**config.mk**
```make
export PLATFORM = sky130hd
export DESIGN_NAME = ifq
export DESIGN_NICKNAME = d
export VERILOG_FILES = /design/src/rtl/ifq.sv
export SDC_FILE = /design/constraint.sdc
export NUM_CORES = 1
export LEC_CHECK = 0
export ABC_AREA = 1
export BUFFER_PORTS_ARGS = -buffer_cell sky130_fd_sc_hd__buf_2
export CAP_MARGIN = 20
export CELL_PAD_IN_SITES_DETAIL_PLACEMENT = 0
export CELL_PAD_IN_SITES_GLOBAL_PLACEMENT = 1
export CORE_UTILIZATION = 40
export DETAILED_ROUTE_END_ITERATION = 6
export PLACE_DENSITY = 0.74
export REMOVE_ABC_BUFFERS = 1
export SLEW_MARGIN = 15
export SYNTH_ARGS = -nofsm -noshare
export SYNTH_HDL_FRONTEND = slang
export SYNTH_SLANG_ARGS = --single-unit
```
**constraint.sdc**
```tcl
create_clock -name clk -period 8 [get_ports clk]
set_clock_uncertainty 0.15 [all_clocks]
set_input_delay 0.4 -clock clk [delete_from_list [all_inputs] [get_ports clk]]
set_output_delay 0.4 -clock clk [all_outputs]
set_load 0.01 [all_outputs]
```
**src/rtl/ifq.sv**
```systemverilog
// Instruction prefetch queue feeding decode.
// Fetches 32-bit words and splits each into two big-endian 16-bit opcodes.
// Each opcode is queued with its PC, and decode sees one opcode per cycle.
// A redirect flushes the queue and restarts fetch at the new PC.
// Optional macro IFQ_BYPASS_EN forwards the first halfword of a fetch to decode
// in the transfer cycle when the queue is empty.
module ifq #(
    parameter int unsigned DEPTH = 4
) (
    input  logic        clk,
    input  logic        rst_n,
    input  logic        redir,
    input  logic [31:0] redir_pc,
    output logic        bus_req,
    output logic [31:0] bus_addr,
    input  logic        bus_ready,
    input  logic [31:0] bus_rdata,
    output logic        op_v,
    output logic [15:0] op,
    output logic [31:0] op_pc,
    input  logic        op_take
);

    localparam int unsigned AW = (DEPTH > 1) ? $clog2(DEPTH) : 1;
    localparam int unsigned CW = AW + 1;

    // Queue storage: opcode and halfword PC (bit 0 is always zero)
    logic [15:0]   q_op   [DEPTH];
    logic [30:0]   q_pc   [DEPTH];
    logic [15:0]   q_op_n [DEPTH];
    logic [30:0]   q_pc_n [DEPTH];

    logic [AW-1:0] wr_ptr, rd_ptr, wr_n, rd_n;
    logic [CW-1:0] cnt, cnt_n;
    logic          skip_hi, skip_n;
    logic          req_n;
    logic [31:0]   addr_n;

    logic          head_v;
    logic [15:0]   head_op;
    logic [31:0]   head_pc;

    logic          xfer;
    logic          deq;
    logic [1:0]    n_enq;
    logic [15:0]   en_op [2];
    logic [30:0]   en_pc [2];

    // Bit 0 of the redirect PC does not address anything
    logic          unused_pc0;
    assign unused_pc0 = redir_pc[0];

`ifdef IFQ_BYPASS_EN
    logic          byp_v;
    logic          byp_take;
    logic [15:0]   byp_op;
    logic [31:0]   byp_pc;
`endif

    // Next-state computation for queue, fetch address and request
    always_comb begin
        q_op_n   = q_op;
        q_pc_n   = q_pc;
        xfer     = bus_req & bus_ready & ~redir;
        deq      = (cnt != '0) & op_take & ~redir;
        en_op[0] = bus_rdata[31:16];
        en_pc[0] = {bus_addr[31:2], 1'b0};
        en_op[1] = bus_rdata[15:0];
        en_pc[1] = {bus_addr[31:2], 1'b1};
        n_enq    = xfer ? 2'd2 : 2'd0;

        // A redirect into the odd halfword drops the high half of the first word
        if (skip_hi) begin
            en_op[0] = bus_rdata[15:0];
            en_pc[0] = {bus_addr[31:2], 1'b1};
            n_enq    = xfer ? 2'd1 : 2'd0;
        end

`ifdef IFQ_BYPASS_EN
        byp_v    = xfer & (cnt == '0);
        byp_take = byp_v & op_take;
        byp_op   = en_op[0];
        byp_pc   = {en_pc[0], 1'b0};
        // A forwarded halfword consumed this cycle never enters the queue
        if (byp_take) begin
            en_op[0] = en_op[1];
            en_pc[0] = en_pc[1];
            n_enq    = n_enq - 2'd1;
        end
`endif

        if (n_enq != 2'd0) begin
            q_op_n[wr_ptr] = en_op[0];
            q_pc_n[wr_ptr] = en_pc[0];
        end
        if (n_enq == 2'd2) begin
            q_op_n[wr_ptr + AW'(1)] = en_op[1];
            q_pc_n[wr_ptr + AW'(1)] = en_pc[1];
        end

        wr_n   = wr_ptr + AW'(n_enq);
        rd_n   = rd_ptr + AW'(deq);
        cnt_n  = cnt + CW'(n_enq) - CW'(deq);
        addr_n = xfer ? (bus_addr + 32'd4) : bus_addr;
        skip_n = xfer ? 1'b0 : skip_hi;

        if (redir) begin
            wr_n   = '0;
            rd_n   = '0;
            cnt_n  = '0;
            addr_n = {redir_pc[31:2], 2'b00};
            skip_n = redir_pc[1];
        end

        // Hold an issued request until accepted; only issue when a whole word fits
        if (redir) begin
            req_n = 1'b1;
        end else if (bus_req & ~bus_ready) begin
            req_n = 1'b1;
        end else begin
            req_n = (cnt_n <= CW'(DEPTH - 2));
        end
    end

    // State registers, including the registered head-of-queue view
    always_ff @(posedge clk or negedge rst_n) begin
        if (!rst_n) begin
            q_op     <= '{default: '0};
            q_pc     <= '{default: '0};
            wr_ptr   <= '0;
            rd_ptr   <= '0;
            cnt      <= '0;
            skip_hi  <= 1'b0;
            bus_req  <= 1'b0;
            bus_addr <= '0;
            head_v   <= 1'b0;
            head_op  <= '0;
            head_pc  <= '0;
        end else begin
            q_op     <= q_op_n;
            q_pc     <= q_pc_n;
            wr_ptr   <= wr_n;
            rd_ptr   <= rd_n;
            cnt      <= cnt_n;
            skip_hi  <= skip_n;
            bus_req  <= req_n;
            bus_addr <= addr_n;
            head_v   <= (cnt_n != '0);
            head_op  <= q_op_n[rd_n];
            head_pc  <= {q_pc_n[rd_n], 1'b0};
        end
    end

`ifdef IFQ_BYPASS_EN
    // Queue head when present, otherwise the halfword arriving this cycle
    always_comb begin
        op_v  = head_v | byp_v;
        op    = head_v ? head_op : byp_op;
        op_pc = head_v ? head_pc : byp_pc;
    end
`else
    // Decode sees the registered head only
    always_comb begin
        op_v  = head_v;
        op    = head_op;
        op_pc = head_pc;
    end
`endif

endmodule

```
==> implementation parameters, run 1 <==
Parameter                              Value

Status
  Status    finished, final reports clean

Yosys
  Sequential fraction of the synthesis area    0.478
  Area fraction in and, or, nand and nor cells after synthesis    0.414
  Prevailing post-synth register cell    sky130_fd_sc_hd__dfrtp_1
  Largest cells by area after synthesis    sky130_fd_sc_hd__dfrtp_1 (48%), sky130_fd_sc_hd__nand2_1 (19%), sky130_fd_sc_hd__nand3_1 (19%), sky130_fd_sc_hd__inv_1 (3.8%), sky130_fd_sc_hd__buf_2 (2.5%)
  Compound-cell area share of the yosys netlist    0.0101
  Avg Synthesized Cell Area    7.27 µm²
  Count of distinct cell types in the synthesized netlist    30
  Gate count after technology mapping    1981
  Biggest area consumer among synthesized cells    sky130_fd_sc_hd__dfrtp_1
  Cell area after synthesis    14400 µm²
  Warnings from Yosys    0
  Combinational family with the most area after synthesis    simple AND/OR/NAND/NOR gates
  Arithmetic-cell share of the synthesized area counting full adders, half adders and majority gates    0.00486
  Post-synthesis mux area share    0
  Parity-gate share of the synthesized area counting xor and xnor cells    0.00669
  Synth async-reset ratio    1.00
  Leading cell type by number of instances after synthesis    sky130_fd_sc_hd__nand2_1
  Fraction of synthesized cell area taken by the top area cell type    0.478
  Flip-flop and latch count after synthesis    275
  Post-synth EDFFs    0
  Most frequent cells after synthesis    sky130_fd_sc_hd__nand2_1 (740), sky130_fd_sc_hd__nand3_1 (548), sky130_fd_sc_hd__dfrtp_1 (275), sky130_fd_sc_hd__inv_1 (145), sky130_fd_sc_hd__buf_2 (72)

Placed design
  PortBufs    146
  Dpl hpwl    27700 µm
  Post-placement worst setup slack    3.53 ns
  Routability cong.    0.820
  Number of placed instances with taps included    2475

STA
  Final setup TNS    0 ns
  Relative slew slack    0.244
  Period utilisation layout    0.538
  Minimum period implied by the final worst setup slack    4.31 ns
  RSZ-0062 raised after global routing    no
  Setup Viol. Count Final    0
  Final worst slack    3.69 ns
  Final hold viol count    0
  Least-Margin Pin Slew    1.13 ns
  Final-report max-slew violation count    0
  Highest achievable clock rate    232 MHz
  Minimum hold slack    0.00415 ns

Routing
  Count of vias placed by the detailed router    13400
  Number of DRC violations after detailed routing    0
  1st-iter DRT viols    937
  Vias per std cell    5.25
  Iteration count of the initial detailed-routing pass    5
  Detailed-route wire length per cell    18.3 µm
  Final wirelength    46700 µm
  ANT nets after route    0

Critical path
  R2R depth    11
  Critical Path Source Type    input port
  Largest incremental delay on the critical path    0.71 ns
  Reg-to-reg critical path startpoint    bus_req
  Worst setup startpoint    bus_ready
  Critical setup path kind    input port to register
  Slowest cell on crit path    sky130_fd_sc_hd__nand3_2
  Worst reg2reg endpoint    op_pc[8]
  Crit path top cell by count    sky130_fd_sc_hd__nand2_1
  Worst endpoint data arrival time    4.54 ns
  Required time of the worst setup path    8.24 ns
  Critical Path Sink Type    register
  CP Max Fanout    45
  Slack of the worst reg-to-reg path    3.81 ns
  Cell-by-cell listing of the critical path    dlygate4sd3_1 -> buf_2 -> nand2_2 -> nor2_8 -> buf_4 -> nand3_2 -> buf_4 -> clkinv_1 -> nand2_1 -> nand2_1 -> nand2_1 -> nand3_1 -> nand2_1

CTS
  Number of gates resized after CTS    0
  Clk pin slew, worst setup/hold paths    0.06 ns
  CTS Root Cell    sky130_fd_sc_hd__clkbuf_16
  Worst-skew pair later-pin latency    0.52 ns
  Total CTS buffers    34
  Clk sink count    275
  Clock tree from TritonCTS    built
  Max H-tree Level    2
  Maximum number of buffers from clock root to sink    3

Power
  Leak Pwr    8.98 nW
  Power Density    348 nW/µm²
  Worst IR drop on VDD    0.000169 V

Hold path
  WHS Endpoint    bus_addr[6]
  Hold path startpoint    redir_pc[6]
  Worst Hold Class    input port to register
  Number of instances on the worst hold path    3

GRT
  Total global-route track usage    0.261
  Via count of the first global-routing pass    12900
  Initial antenna violation count    0
  Pin count of the biggest net entering global routing    76
  Total overflow reported by the global router    0
  Global-route wire length before repair    73800 µm

Finish
  Synthesis-to-layout area growth    15.4%
  Area used by sequential logic in the layout    6880 µm²
  NumNets Final    2144
  Post-layout util    0.468
  Area of the multi-input gates    6310 µm²
  Ratio of cells with drive above 1 in the final layout    0.119
  Post-route insts no fill    2554
  Filler Cells Inserted    3562
  Antenna diodes    0

Flow run
  Maximum capacitance violations    0

Die
  Die extent in y    192 µm
  Total core area    35500 µm²
  Std-Cell Rows    69
  Number of top-level design ports    151
  Initial Util    0.406
  Die ar.    36800 µm²
  Width of the die    192 µm
[critical path: cells and delay by family]
family	cells	cell delay (ns)
AND/OR/NAND/NOR	8	1.78
buffers and inverters	5	2.24
[repair_timing]
| item | 4_1_cts | 5_1_grt |
|---|---|---|
| hold buffers | 20 | 0 |
| endpoints found under the hold margin | 91 | 0 |
| buffers inserted | 0 | 0 |
[power breakdown]
| part | internal [W] | total, W | switching (W) |
|---|---|---|---|
| clock | 0.00101 | 0.00163 | 0.000618 |
| sequential | 0.00198 | 0.00223 | 0.000243 |
| combinational | 0.000710 | 0.00193 | 0.00122 |
[final cells by class]
cell class	instances	area share
clock buffers	48	0.0630
repair buffers	188	0.0666
well taps	461	0.0347
multi-input cells	1420	0.380
clock inverters	11	0.00806
inverters	151	0.0341
flip-flops and latches	275	0.414
[worst max path at each step]
stage / cells past startpoint / endpoint / slack (ns)
final: 13 / op_pc[8] / 3.69
after global routing: 13 / op_pc[8] / 3.55
after floorplan: 10 / op_pc[1] / 4.12
after CTS: 13 / op_pc[8] / 3.74
after detailed placement: 12 / op_pc[8] / 3.53
after global placement: 12 / op_pc[8] / 3.54
[routing by layer]
layer / GRT usage / vias to the layer above / wire length, µm
met5: 0 / - / 0
met4: 0.0571 / 0 / 756
met3: 0.0311 / 61 / 2530
met2: 0.445 / 390 / 22400
met1: 0.353 / 6456 / 20900
li1: - / 6514 / -
[cells in the final DEF (no fill, tap or decap), types with 5 or more instances in the layout]
cell type	count
sky130_fd_sc_hd__buf_2	145
sky130_fd_sc_hd__nand2_1	737
sky130_fd_sc_hd__clkbuf_8	8
sky130_fd_sc_hd__clkbuf_16	37
sky130_fd_sc_hd__nand2_2	7
sky130_fd_sc_hd__dfrtp_1	275
sky130_fd_sc_hd__clkinv_2	7
sky130_fd_sc_hd__nor2_1	61
sky130_fd_sc_hd__o211ai_1	7
sky130_fd_sc_hd__o21ai_0	7
sky130_fd_sc_hd__nand3_1	546
sky130_fd_sc_hd__xor2_1	8
sky130_fd_sc_hd__inv_2	5
sky130_fd_sc_hd__buf_4	22
sky130_fd_sc_hd__nand3_2	5
sky130_fd_sc_hd__nand3b_1	10
sky130_fd_sc_hd__a21oi_1	6
sky130_fd_sc_hd__dlygate4sd3_1	20
sky130_fd_sc_hd__inv_1	144
[state kept, by name, indices dropped and copies added, names as in the netlist]
signal / flops
q_pc: 124
q_op: 64
op_pc: 31
bus_addr: 30
op: 16
cnt: 3
rd_ptr: 2
wr_ptr: 2
bus_req: 1
op_v: 1
skip_hi: 1
[through the flow]
step	total power (W)	cell area [µm²]
CTS	0.00583	16600
floorplan	0.00353	13700
global route	0.00621	16600
global placement	0.00412	15200
detailed placement	0.00417	15200
finish	0.00578	16600
[cells by family (layout without fill, tap and decap cells)]
group | Yosys count | count (layout)
xor+xnor | 11 | 11
fa+ha+maj | 5 | 5
simple gates | 1377 | 1377
flops | 275 | 275
buf+inv | 288 | 398
other cells | 1 | 3
compound gates | 24 | 24
(Power assumes the default switching activity.)
==> run 2: changes to the inputs <==
ABC_AREA = 0   (was 1)
PLACE_DENSITY = 0.71   (was 0.74)
clock period = 3.75 ns   (was 8 ns; I/O delays follow)
==> implementation parameters, run 2 <==
Parameter                              Value

Status
  Status    finished, final reports clean

CTS
  Number of gates resized after CTS    0
  Post-CTS setup repair buffer count    0
  Maximum number of buffers from clock root to sink    3
  CTS Root Cell    sky130_fd_sc_hd__clkbuf_16
  Clk pin slew, worst setup/hold paths    0.06 ns
  Clk sink count    275
  Worst-skew pair later-pin latency    0.52 ns
  Max H-tree Level    2
  Total CTS buffers    34
  Clock tree from TritonCTS    built

Finish
  Final design area excluding fillers    16800 µm²
  Biggest register    q_pc
  Most frequent standard cell in the layout excluding fill and tap cells    sky130_fd_sc_hd__dfrtp_1
  Ratio of cells with drive above 1 in the final layout    0.288
  Synthesis-to-layout area growth    21.8%
  Antenna diodes    0
  Filler Cells Inserted    3058
  Commonest cells after routing, fill and taps aside    sky130_fd_sc_hd__dfrtp_1 (273), sky130_fd_sc_hd__buf_2 (145), sky130_fd_sc_hd__mux2_2 (124), sky130_fd_sc_hd__mux2i_1 (97), sky130_fd_sc_hd__dlygate4sd3_1 (65)
  Number of flip-flops under the largest register name    124
  NumNets Final    1460

STA
  Setup Viol. Count Final    0
  Period utilisation layout    0.929
  Minimum period implied by the final worst setup slack    3.49 ns
  Minimum hold slack    0.0360 ns
  Final-report max-slew violation count    0
  Relative slew slack    0.290
  Highest achievable clock rate    287 MHz
  RSZ-0062 raised after global routing    no
  Least-Margin Pin Slew    1.06 ns
  Final hold viol count    0
  Final setup TNS    0 ns
  Final worst slack    0.265 ns

Die
  Die extent in y    187 µm
  Std-Cell Rows    67
  Die ar.    35100 µm²
  Width of the die    187 µm
  Total core area    33700 µm²
  Initial Util    0.408
  Number of top-level design ports    151

Yosys
  Arithmetic-cell share of the synthesized area counting full adders, half adders and majority gates    0.00509
  Flip-flop and latch count after synthesis    275
  Prevailing post-synth register cell    sky130_fd_sc_hd__dfrtp_1
  Count of distinct cell types in the synthesized netlist    66
  Leading cell type by number of instances after synthesis    sky130_fd_sc_hd__dfrtp_1
  Biggest area consumer among synthesized cells    sky130_fd_sc_hd__dfrtp_1
  Largest cells by area after synthesis    sky130_fd_sc_hd__dfrtp_1 (50%), sky130_fd_sc_hd__mux2_2 (10%), sky130_fd_sc_hd__mux2i_1 (7.1%), sky130_fd_sc_hd__o221a_2 (2.3%), sky130_fd_sc_hd__o21ai_0 (2.2%)
  Area fraction in and, or, nand and nor cells after synthesis    0.109
  Warnings from Yosys    0
  Synth async-reset ratio    1.00
  Post-synth EDFFs    0
  Compound-cell area share of the yosys netlist    0.133
  Gate count after technology mapping    1209
  Sequential fraction of the synthesis area    0.500
  Fraction of synthesized cell area taken by the top area cell type    0.500
  Parity-gate share of the synthesized area counting xor and xnor cells    0.0240
  Most frequent cells after synthesis    sky130_fd_sc_hd__dfrtp_1 (275), sky130_fd_sc_hd__mux2_2 (124), sky130_fd_sc_hd__mux2i_1 (97), sky130_fd_sc_hd__o21ai_0 (61), sky130_fd_sc_hd__nor2_1 (57)
  Post-synthesis mux area share    0.184
  Combinational family with the most area after synthesis    multiplexers
  Cell area after synthesis    13800 µm²
  Avg Synthesized Cell Area    11.4 µm²

Critical path
  Required time of the worst setup path    4.00 ns
  Critical Path Source Type    register
  Critical Path Sink Type    register
  Largest incremental delay on the critical path    0.69 ns
  Buf+Inv Stages, Crit Path    1
  Slowest cell on crit path    sky130_fd_sc_hd__nand2_1
  CP Max Fanout    16
  Cell-by-cell listing of the critical path    and4b_1 -> nand2_1 -> o22ai_1 -> dlygate4sd3_1 -> a211oi_1 -> a221o_1
  Worst endpoint data arrival time    3.73 ns
  Critical setup path kind    register to register
  Delay-heaviest family, CP    simple AND/OR/NAND/NOR gates

GRT
  Global-route wire length before repair    58800 µm
  Total overflow reported by the global router    0
  Total global-route track usage    0.209
  Initial antenna violation count    0
  Pin count of the biggest net entering global routing    88
  Via count of the first global-routing pass    10400

Routing
  Number of DRC violations after detailed routing    0
  ANT nets after route    0
  Detailed-route wire length per cell    19.8 µm
  1st-iter DRT viols    624
  Final wirelength    36800 µm
  Count of vias placed by the detailed router    10300
  Vias per std cell    5.53
  Iteration count of the initial detailed-routing pass    5

Placed design
  PortBufs    146
  Total cell area at the placement stage    15000 µm²
  Dpl hpwl    21700 µm
  Routability cong.    0.769
  Post-placement worst setup slack    0.819 ns

Power
  Power Density    697 nW/µm²
  Worst IR drop on VDD    0.000374 V
  Leak Pwr    7.22 nW

Hold path
  Worst Hold Class    input port to register

Flow run
  Maximum capacitance violations    0
run 2: cell types whose count changed after synthesis, moves of 19 or more:
| cell | delta |
|---|---|
| sky130_fd_sc_hd__or3_1 | +30 |
| sky130_fd_sc_hd__nor3b_1 | +29 |
| sky130_fd_sc_hd__a211oi_1 | +19 |
| sky130_fd_sc_hd__mux2_2 | +124 |
| sky130_fd_sc_hd__inv_1 | -122 |
| sky130_fd_sc_hd__nand2_1 | -694 |
| sky130_fd_sc_hd__buf_2 | -22 |
| sky130_fd_sc_hd__o221a_2 | +28 |
| sky130_fd_sc_hd__mux2i_1 | +97 |
| sky130_fd_sc_hd__nand3_1 | -502 |
| sky130_fd_sc_hd__xor2_1 | +20 |
| sky130_fd_sc_hd__o21ai_0 | +54 |
| sky130_fd_sc_hd__a31oi_1 | +27 |
run 2: cell families (layout without fill, tap and decap cells):
kind of cell             Yosys count  in the layout
AND/OR/NAND/NOR                  276            276
flip-flops                       275            275
AO/OA/AOI/OAI                    251            251
multiplexers                     234            234
buffers and inverters            131            332
XOR/XNOR                          36             36
adder cells (fa/ha/maj)            5              5
other                              1              3
run 2: timing repair:
action / in CTS / in global routing
endpoints found under the hold margin: 253 / 0
hold buffers: 65 / 0
endpoints found under the setup margin: 0 / 0
run 2: area by class of cell:
cell class,count,area (µm²),area share
Tap cell,448,561,0.0334
Timing Repair Buffer,245,1730,0.103
Clock inverter,16,205,0.0122
Inverter,25,95.1,0.00567
Clock buffer,46,946,0.0564
Multi-Input combinational cell,805,6330,0.378
Sequential cell,275,6890,0.411
run 2: final timing paths:
kind	start	to	slack [ns]	cells after the start
max in group asynchronous	rst_n	q_pc[121]	2.47	3
setup reg to reg	bus_req	op[6]	0.26	6
min in group asynchronous	rst_n	cnt[0]	0.09	2
setup / recovery	bus_req	op[6]	0.26	6
hold / removal	bus_rdata[15]	q_op[15]	0.04	4
hold reg to reg	q_pc[119]	q_pc[119]	0.34	1
run 2: through the flow:
stage          total power, W  std cells   util
2_1_floorplan         0.00708       1105      -
3_3_place_gp          0.00825       1733  0.444
3_5_place_dp          0.00836       1733  0.444
4_1_cts                0.0118       1860  0.497
5_1_grt                0.0124       1860  0.497
6_report               0.0117       1860  0.497
run 2: where the power goes:
part           switching (W)  leakage [nW]  internal, W  total [W]
clock                0.00133         0.567      0.00201    0.00333
combinational        0.00195          3.22      0.00177    0.00372
sequential          0.000498          3.43      0.00414    0.00464
run 2: tightest hold or removal path, delay by kind of cell:
kind	cells	cell delay (ns)
AOI/OAI and AO/OA	1	0.14
buffers and inverters	1	0.11
muxes	1	0.08
and+or+nand+nor	1	0.14
run 2: metal layers:
metal	track usage	share of wire	up-vias
met5	0	0	-
met1	0.295	0.48	5170
li1	-	-	4787
met2	0.333	0.46	276
met4	0.0516	0.018	0
met3	0.0371	0.048	47
